**config.mk**
```make
export PLATFORM = sky130hd
export DESIGN_NAME = mem_wb_stage_flat
export DESIGN_NICKNAME = d
export VERILOG_FILES = /design/src/rtl/mem_wb_if.sv /design/src/rtl/mem_wb_stage.sv /design/src/flat_wrapper.sv
export SDC_FILE = /design/constraint.sdc
export NUM_CORES = 1
export LEC_CHECK = 0
export ABC_AREA = 0
export CAP_MARGIN = 20
export CELL_PAD_IN_SITES_DETAIL_PLACEMENT = 1
export CELL_PAD_IN_SITES_GLOBAL_PLACEMENT = 2
export CORE_ASPECT_RATIO = 1.75
export CORE_UTILIZATION = 29
export DETAILED_ROUTE_END_ITERATION = 6
export PLACE_DENSITY = 0.84
export SYNTH_ARGS = -nofsm -noshare
export SYNTH_HDL_FRONTEND = slang
export SYNTH_SLANG_ARGS = --single-unit
```
**constraint.sdc**
```tcl
create_clock -name clk -period 3.4 [get_ports clk]
set_input_delay 0.34 -clock clk [delete_from_list [all_inputs] [get_ports clk]]
set_output_delay 0.34 -clock clk [all_outputs]
set_load 0.03 [all_outputs]
```
**src/rtl/mem_wb_if.sv**
```systemverilog
// mem_wb_if: MEM-to-WB bundle, MEM-side inputs plus WB writeback/forwarding outputs
interface mem_wb_if #(
  parameter int XLEN   = 64,
  parameter int REG_AW = 5
);
  logic              mem_valid;
  logic              mem_reg_write;
  logic              mem_to_reg;
  logic [REG_AW-1:0] mem_rd;
  logic [2:0]        mem_funct3;
  logic [XLEN-1:0]   mem_alu_result;
  logic [XLEN-1:0]   mem_read_data;
  logic              stall;
  logic              flush;
  logic [REG_AW-1:0] wb_rd;
  logic [XLEN-1:0]   wb_data;
  logic              wb_we;
  logic              wb_valid;
  logic              misalign_err;
  logic [63:0]       retire_count;
  modport master (
    output mem_valid, mem_reg_write, mem_to_reg, mem_rd, mem_funct3, mem_alu_result, mem_read_data, stall, flush,
    input  wb_rd, wb_data, wb_we, wb_valid, misalign_err, retire_count
  );
  modport slave (
    input  mem_valid, mem_reg_write, mem_to_reg, mem_rd, mem_funct3, mem_alu_result, mem_read_data, stall, flush,
    output wb_rd, wb_data, wb_we, wb_valid, misalign_err, retire_count
  );
endinterface

```
**src/rtl/mem_wb_stage.sv**
```systemverilog
// mem_wb_stage: MEM/WB register with load lane select/extension and retired-instruction counter
module mem_wb_stage #(
  parameter int XLEN   = 64,
  parameter int REG_AW = 5
) (
  input logic         clk,
  input logic         rst,
  mem_wb_if.slave     bus
);
  logic [2:0]        w_off;
  logic [2:0]        w_f3;
  logic [XLEN-1:0]   w_lane;
  logic [XLEN-1:0]   w_load;
  logic [XLEN-1:0]   w_fmt;
  logic              w_mis;
  logic              r_valid;
  logic              r_we;
  logic              r_mis;
  logic [REG_AW-1:0] r_rd;
  logic [XLEN-1:0]   r_data;
  logic [63:0]       r_retire;
  assign w_off  = bus.mem_alu_result[2:0];
  assign w_f3   = bus.mem_funct3;
  assign w_lane = bus.mem_read_data >> {w_off, 3'b000};
  // funct3[2] selects zero extension; the reserved 111 just passes the whole lane
  assign w_load = w_f3[1:0] == 2'b11 ? w_lane :
                  w_f3[1:0] == 2'b00 ? {{(XLEN-8){~w_f3[2] & w_lane[7]}}, w_lane[7:0]} :
                  w_f3[1:0] == 2'b01 ? {{(XLEN-16){~w_f3[2] & w_lane[15]}}, w_lane[15:0]} :
                                       {{(XLEN-32){~w_f3[2] & w_lane[31]}}, w_lane[31:0]};
  assign w_fmt  = bus.mem_to_reg ? w_load : bus.mem_alu_result;
  assign w_mis  = bus.mem_valid & bus.mem_to_reg & (w_f3 == 3'b111 |
                  (w_f3[1:0] == 2'b01 & w_off[0]) |
                  (w_f3[1:0] == 2'b10 & |w_off[1:0]) |
                  (w_f3[1:0] == 2'b11 & |w_off));
  always_ff @(posedge clk or negedge rst)
    if (!rst) begin
      r_valid  <= 1'b0;
      r_we     <= 1'b0;
      r_mis    <= 1'b0;
      r_rd     <= '0;
      r_data   <= '0;
      r_retire <= '0;
    end else if (bus.flush) begin
      r_valid <= 1'b0;
      r_we    <= 1'b0;
      r_mis   <= 1'b0;
      r_rd    <= '0;
      r_data  <= '0;
    end else if (bus.stall) begin
      r_mis <= 1'b0;
    end else begin
      r_valid  <= bus.mem_valid;
      r_we     <= bus.mem_valid & bus.mem_reg_write & (bus.mem_rd != '0) & ~w_mis;
      r_mis    <= w_mis;
      r_rd     <= bus.mem_rd;
      r_data   <= w_fmt;
      r_retire <= r_retire + 64'(bus.mem_valid);
    end
  assign bus.wb_valid     = r_valid;
  assign bus.wb_we        = r_we;
  assign bus.misalign_err = r_mis;
  assign bus.wb_rd        = r_rd;
  assign bus.wb_data      = r_data;
  assign bus.retire_count = r_retire;
endmodule

```
**src/flat_wrapper.sv**
```systemverilog
// flat-port wrapper written by rule: the top's interface ports become plain ports
module mem_wb_stage_flat 
#(
  parameter int XLEN   = 64,
  parameter int REG_AW = 5
)
  (clk, rst, bus_mem_valid, bus_mem_reg_write, bus_mem_to_reg, bus_mem_rd, bus_mem_funct3, bus_mem_alu_result, bus_mem_read_data, bus_stall, bus_flush, bus_wb_rd, bus_wb_data, bus_wb_we, bus_wb_valid, bus_misalign_err, bus_retire_count);
  mem_wb_if #(.XLEN(XLEN), .REG_AW(REG_AW)) bus_i ();
  input logic clk;
  input logic rst;
  input wire logic [$bits(bus_i.mem_valid)-1:0] bus_mem_valid;
  input wire logic [$bits(bus_i.mem_reg_write)-1:0] bus_mem_reg_write;
  input wire logic [$bits(bus_i.mem_to_reg)-1:0] bus_mem_to_reg;
  input wire logic [$bits(bus_i.mem_rd)-1:0] bus_mem_rd;
  input wire logic [$bits(bus_i.mem_funct3)-1:0] bus_mem_funct3;
  input wire logic [$bits(bus_i.mem_alu_result)-1:0] bus_mem_alu_result;
  input wire logic [$bits(bus_i.mem_read_data)-1:0] bus_mem_read_data;
  input wire logic [$bits(bus_i.stall)-1:0] bus_stall;
  input wire logic [$bits(bus_i.flush)-1:0] bus_flush;
  output wire logic [$bits(bus_i.wb_rd)-1:0] bus_wb_rd;
  output wire logic [$bits(bus_i.wb_data)-1:0] bus_wb_data;
  output wire logic [$bits(bus_i.wb_we)-1:0] bus_wb_we;
  output wire logic [$bits(bus_i.wb_valid)-1:0] bus_wb_valid;
  output wire logic [$bits(bus_i.misalign_err)-1:0] bus_misalign_err;
  output wire logic [$bits(bus_i.retire_count)-1:0] bus_retire_count;
  assign bus_i.mem_valid = bus_mem_valid;
  assign bus_i.mem_reg_write = bus_mem_reg_write;
  assign bus_i.mem_to_reg = bus_mem_to_reg;
  assign bus_i.mem_rd = bus_mem_rd;
  assign bus_i.mem_funct3 = bus_mem_funct3;
  assign bus_i.mem_alu_result = bus_mem_alu_result;
  assign bus_i.mem_read_data = bus_mem_read_data;
  assign bus_i.stall = bus_stall;
  assign bus_i.flush = bus_flush;
  assign bus_wb_rd = bus_i.wb_rd;
  assign bus_wb_data = bus_i.wb_data;
  assign bus_wb_we = bus_i.wb_we;
  assign bus_wb_valid = bus_i.wb_valid;
  assign bus_misalign_err = bus_i.misalign_err;
  assign bus_retire_count = bus_i.retire_count;
  mem_wb_stage #(.XLEN(XLEN), .REG_AW(REG_AW)) u_core (.clk(clk), .rst(rst), .bus(bus_i));
endmodule
```
* Word-level counts from Yosys, hierarchy flattened
Cells that the tools add are included.
Widths: inputs -> output; s select.
** Storage, ports and cells
- Flip-flop bits (word level) :: 136
- Latch bits :: 0
- RAM bits :: 0
- ROM bits :: 0
- Input port bits :: 143
- Output and inout bits :: 136
- Logic and storage cells :: 50
- Memories kept :: 0
** Cells by class
- $add $sub $neg :: 1
- Multiply operators :: 0
- Div/mod/pow operators :: 0
- Magnitude comparators :: 0
- Equality and inequality tests :: 5
- Shift operators :: 1
- Muxes and demuxes :: 14
- Bitwise operators :: 18
- Reductions and logical operators :: 5
** Operator list (number)
- $mux 64 :: 6
- $add 64x1->64 :: 1
- $shr 64x6->64 :: 1
- $and 1x1->1 :: 11
- $mux 5 :: 2
- $mux 1 :: 6
- $reduce_bool 5->1 :: 1
- $eq 2x2->1 const B :: 2
- $not 1->1 :: 4
- $eq 3x3->1 const B :: 1
- $or 1x1->1 :: 3
- $reduce_or 3->1 :: 1
- $eq 2x1->1 const B :: 1
- $logic_not 2->1 :: 1
- $ne 2x1->1 const B :: 1
- $reduce_and 2->1 :: 1
- $reduce_or 2->1 :: 1

* Logic depth before layout (Yosys ltp)
- Depth after elaboration :: 10
- Gate-level depth with buffers :: 9
- Gate-level depth less buffers :: 7

* Least setup slack after synthesis
OpenSTA, ideal clock, no wires.
- Kind :: register to register
- From :: register u_core.r_retire[0] (netlist: u_core.bus.retire_count[0])
- To :: register u_core.r_retire[36] (netlist: u_core.bus.retire_count[36])
- Setup time :: 0.136 ns
- Arrival :: 1.952 ns
- Data required time :: 3.264 ns
- Slack :: 1.312 ns
- Cell stages (with the launch flop) :: 10
- Buffers on the path :: 2
- Period minus slack after synthesis :: 2.088 ns
- Cells stage by stage :: dfrtp_1 ha_1 ha_1 and3_1 and3_1 clkbuf_2 and2_1 clkbuf_1 nand3_1 xnor2_1
** On the way
- Cells in the longest elaborated chain, start to end :: 1
** RTL lines
- start: declaration :: RTL line mem_wb_stage.sv:21 : logic [63:0] r_retire;
- start signal: assignment :: RTL line mem_wb_stage.sv:57 : r_retire <= r_retire + 64'(bus.mem_valid);
- $add 64x1->64 :: RTL line mem_wb_stage.sv:57
No other way between the ends.
A chain may end at the register's enable or synchronous reset.

* Final worst setup path
- From :: register u_core.r_retire[27] (netlist: u_core.bus.retire_count[27])
- To :: register u_core.r_retire[60] (netlist: u_core.bus.retire_count[60])
The elaborated chain is that of the path after synthesis.

==> summary.md <==
* **netlist area before placement** 8180 sq um
* **power density over cell area** 400 nW/um^2
* **classification of the worst setup path** flip-flop to flip-flop
* **worst hold-check path type** flip-flop to flip-flop
* **power after layout** 4.78 mW
* **sequential area share after synthesis** 41.6%
* **part of the cycle the worst path needs** 71.0%
* **arrival time at the worst endpoint** 2.77 ns
* **layout cell share with drive strength beyond 1** 9.94%
* **syn avg cell area** 9.68 sq um
* **initial antenna violation count** 0
* **number of nets in the final layout** 1249
* **Final Skew** 0.00860 ns
* **drt first-iter violations** 374
* **Worst-path clk slew** 0.06 ns
* **final global-route overflow total** 0
* **Final setup viols** 0
* **top fanout value on the critical path** 8
* **final cell area excluding filler cells** 11900 sq um
* **post-CTS sizing** 0
* **maximum clock insertion buffer count** 2
* **WP data required** 3.76 ns
* **post-synthesis share of cell area spent on and, or, nand and nor gates** 17.1%
* **I/O pins** 279
* **final HPWL from detailed placement** 26700 um
* **number of standard cells in the layout, taps in and fillers out** 1490
* **asr flop ratio synth** 100%
* **height of the die** 224 um
* **Final Hold Slack** 0.468 ns
* **average detailed-routed wire length per instance** 22.8 um
* **top cell type's share of synthesized area** 41.6%
* **internal power component** 3.37 mW
* **combinational share of power** 22.6%
* **Sink Count** 136
* **CP Launch Type** flip-flop
* **first element of the critical path** u_core.bus.retire_count[27]$_DFFE_PN0P_
* **1st-pass router iterations** 4
* **Fmax achieved** 414 MHz
* **leading post-synthesis cells by cell area** dfrtp_1 (42%), mux2i_1 (4.3%), mux4_2 (4.1%)
* **via count of the routed design** 7962
* **Yosys reg bits** 136
* **initial core utilization** 29.4%
* **net count after synthesis** 990
* **maximum vdd ir drop** 0.000338 V
* **leading register cell type out of synthesis** dfrtp_1
* **clock latency on the worst-skew pair** 0.44 ns
* **global-route wire length before repair** 51700 um
* **xor/xnor cell area share of the yosys netlist** 6.64%
* **FF-to-FF Start** u_core.bus.retire_count[27]$_DFFE_PN0P_
* **TritonCTS clock tree** yes
* **max-slew violation count** 0
* **Die Span X** 129 um
* **global placement routability congestion** 0.863
* **total inserted antenna cells** 0
* **relative area change from synthesis to final layout** 46.0%
* **Compound-Gate Fraction of Synth Area** 18.7%
* **Post-synth EDFFs** 0
* **combinational family with the most area after synthesis** compound AO/OA/AOI/OAI gates
* **total clock buffers created by CTS** 17
* **via-per-instance ratio** 5.34
* **RSZ-0062 raised after global routing** no
* **clock tree root buffer cell** clkbuf_16
* **placeable core region** 27900 sq um
* **post-route DRC violation count** 0
* **Die Area** 28900 sq um
* **max-cap viol count** 0
* **synth unique cells** 65
* **Routed Antenna Nets** 0
* **maximum number of pins on one net before global-route repair** 78
* **post-synthesis cell type with the largest combined area** dfrtp_1
* **total length of routed wires** 34000 um
* **Worst slew margin** 45.6%
* **post-synthesis share of cell area spent on full adders, half adders and majority gates** 0.306%
* **minimum period implied by the final worst setup slack** 2.41 ns
* **CTS H-tree depth** 4
* **final-report hold violation count** 0
* **Fin Setup TNS** 0 ns
* **Post-Synthesis Cells** 845
* **number of global-route vias before repair** 8768
* **Leakage Power** 4.94 nW
* **number of placed cells counting well taps** 1457
* **placed cell area** 11300 sq um
* **net switching power of the design** 1.41 mW
* **share of total power in the clock network** 40.5%
* **fraction of synthesized area in multiplexers** 11.4%
* **number of placement rows** 81
* **crit end category** flip-flop
* **GRT Total Usage** 24.4%
* **relative contribution of sequential cells to total power** 36.9%
* **number of synthesis warnings** 0
* **Slew @ Worst Pin** 0.813 ns
* **number of I/O port buffers** 278
* **Sw Ratio** 29.6%
* **worst min-delay path startpoint** u_core.bus.retire_count[63]$_DFFE_PN0P_
* **run status** finished clean
==> metrics by stage <==
stage / setup slack (ns) / utilization [%]
floorplan: 1.31 / -
global placement: 0.602 / 40.7
detailed placement: 0.540 / 40.7
CTS: 0.991 / 42.9
global route: 0.817 / 42.9
finish: 0.987 / 42.9
==> final cells by class <==
class | count | area [sq um]
Sequential cell | 136 | 3400
Fill cell | 3158 | 15900
Tap cell | 373 | 467
Inverter | 10 | 37.5
Clock inverter | 12 | 150
Multi-Input combinational cell | 637 | 4440
Clock buffer | 20 | 457
Timing Repair Buffer | 302 | 2990
==> kinds of logic after synthesis <==
family | count (synthesis)
AO/OA/AOI/OAI | 231
XOR/XNOR | 62
adder cells (fa/ha/maj) | 2
buffers and inverters | 72
flip-flops | 136
multiplexers | 68
AND/OR/NAND/NOR | 274
==> routing by layer <==
layer  track usage (%)  vias up  part of all wire, %
li1                  -     3638                    -
met1              23.0     3978                   34
met2              47.7      286                   56
met3              5.23       60                  5.3
met4              12.7        0                  4.5
met5                 0        -                    0
==> cell usage after synthesis, types with 4 or more instances <==
master     number
nor3b_1         7
o21ai_0        65
nor3_1         18
xor2_1         25
a2bb2oi_1       8
buf_2          18
a211oi_1        5
mux4_2         15
a31oi_1        16
a22o_1          4
nand2b_1        6
nand4_1        12
clkbuf_1       30
or2_2           6
nor2_1         54
buf_6           5
dfrtp_1       136
and2_1         12
mux2_2         15
a311o_1         5
o31ai_1        10
a22oi_1        43
nand2_1        77
xnor2_1        37
inv_1           9
nor2b_1        15
mux2i_1        35
nor4_1         10
buf_4           5
and4_1          4
a21oi_1        43
a211o_1         5
and3_1         10
nand3_1        29
==> power by group through the flow <==
stage | logic [mW] | registers, mW | clock network [mW]
floorplan | 0.365 | 1.94 | 0
global placement | 1.07 | 1.79 | 0
detailed placement | 1.09 | 1.79 | 0
CTS | 1.09 | 1.76 | 1.98
global route | 1.15 | 1.77 | 2.04
finish | 1.08 | 1.76 | 1.94
==> path summary, 6_finish.rpt <==
kind                                                            to  slack [ns]  cells past startpoint
max reg2reg                u_core.bus.retire_count[60]$_DFFE_PN0P_        0.99                      5
min reg2reg                u_core.bus.retire_count[63]$_DFFE_PN0P_        0.47                      1
max in group asynchronous        u_core.bus.wb_data[8]$_DFFE_PN0P_        2.08                      3
min in group asynchronous  u_core.bus.retire_count[37]$_DFFE_PN0P_        0.48                      2
min                        u_core.bus.retire_count[63]$_DFFE_PN0P_        0.47                      1
max                        u_core.bus.retire_count[60]$_DFFE_PN0P_        0.99                      5
==> layout by cell type, fill, tap and decap left out, types with 4 or more instances in the layout <==
| cell type | n |
|---|---|
| nor2b_1 | 14 |
| mux2_2 | 15 |
| xnor2_1 | 37 |
| dfrtp_1 | 136 |
| nor3b_1 | 7 |
| a31oi_1 | 16 |
| buf_4 | 21 |
| inv_1 | 9 |
| a22oi_1 | 43 |
| nor2_1 | 53 |
| o21ai_0 | 65 |
| a21oi_1 | 43 |
| clkdlybuf4s50_1 | 274 |
| a22o_1 | 4 |
| nand3_1 | 29 |
| and4_1 | 4 |
| nor4_1 | 10 |
| mux4_2 | 15 |
| clkinv_2 | 4 |
| nand2b_1 | 6 |
| clkbuf_16 | 17 |
| nand2_1 | 77 |
| a211o_1 | 5 |
| mux2i_1 | 35 |
| or2_2 | 6 |
| nor3_1 | 18 |
| and3_1 | 10 |
| o31ai_1 | 10 |
| xor2_1 | 25 |
| a311o_1 | 5 |
| a211oi_1 | 5 |
| a2bb2oi_1 | 8 |
| nand4_1 | 12 |
| and2_1 | 12 |
==> worst max-delay path, cell delays in order, from the launching register on <==
cell and delay [ns]:
dfrtp_1 0.45, nand4_1 0.25, nor4_1 0.73, nand4_2 0.35
nor4_1 0.37, xor2_1 0.19
==> what timing repair did <==
action | CTS | global route
hold buffers | 1 | 0
buffers inserted | 0 | 0
hold endpoints to repair | 75 | 0
==> flip-flops by register name, summed over array words and instances (netlist names) <==
| signal | cells |
|---|---|
| u_core.bus.misalign_err | 1 |
| u_core.bus.retire_count | 64 |
| u_core.bus.wb_data | 64 |
| u_core.bus.wb_rd | 5 |
| u_core.bus.wb_valid | 1 |
| u_core.bus.wb_we | 1 |
Power figures use the tool's default switching activity.
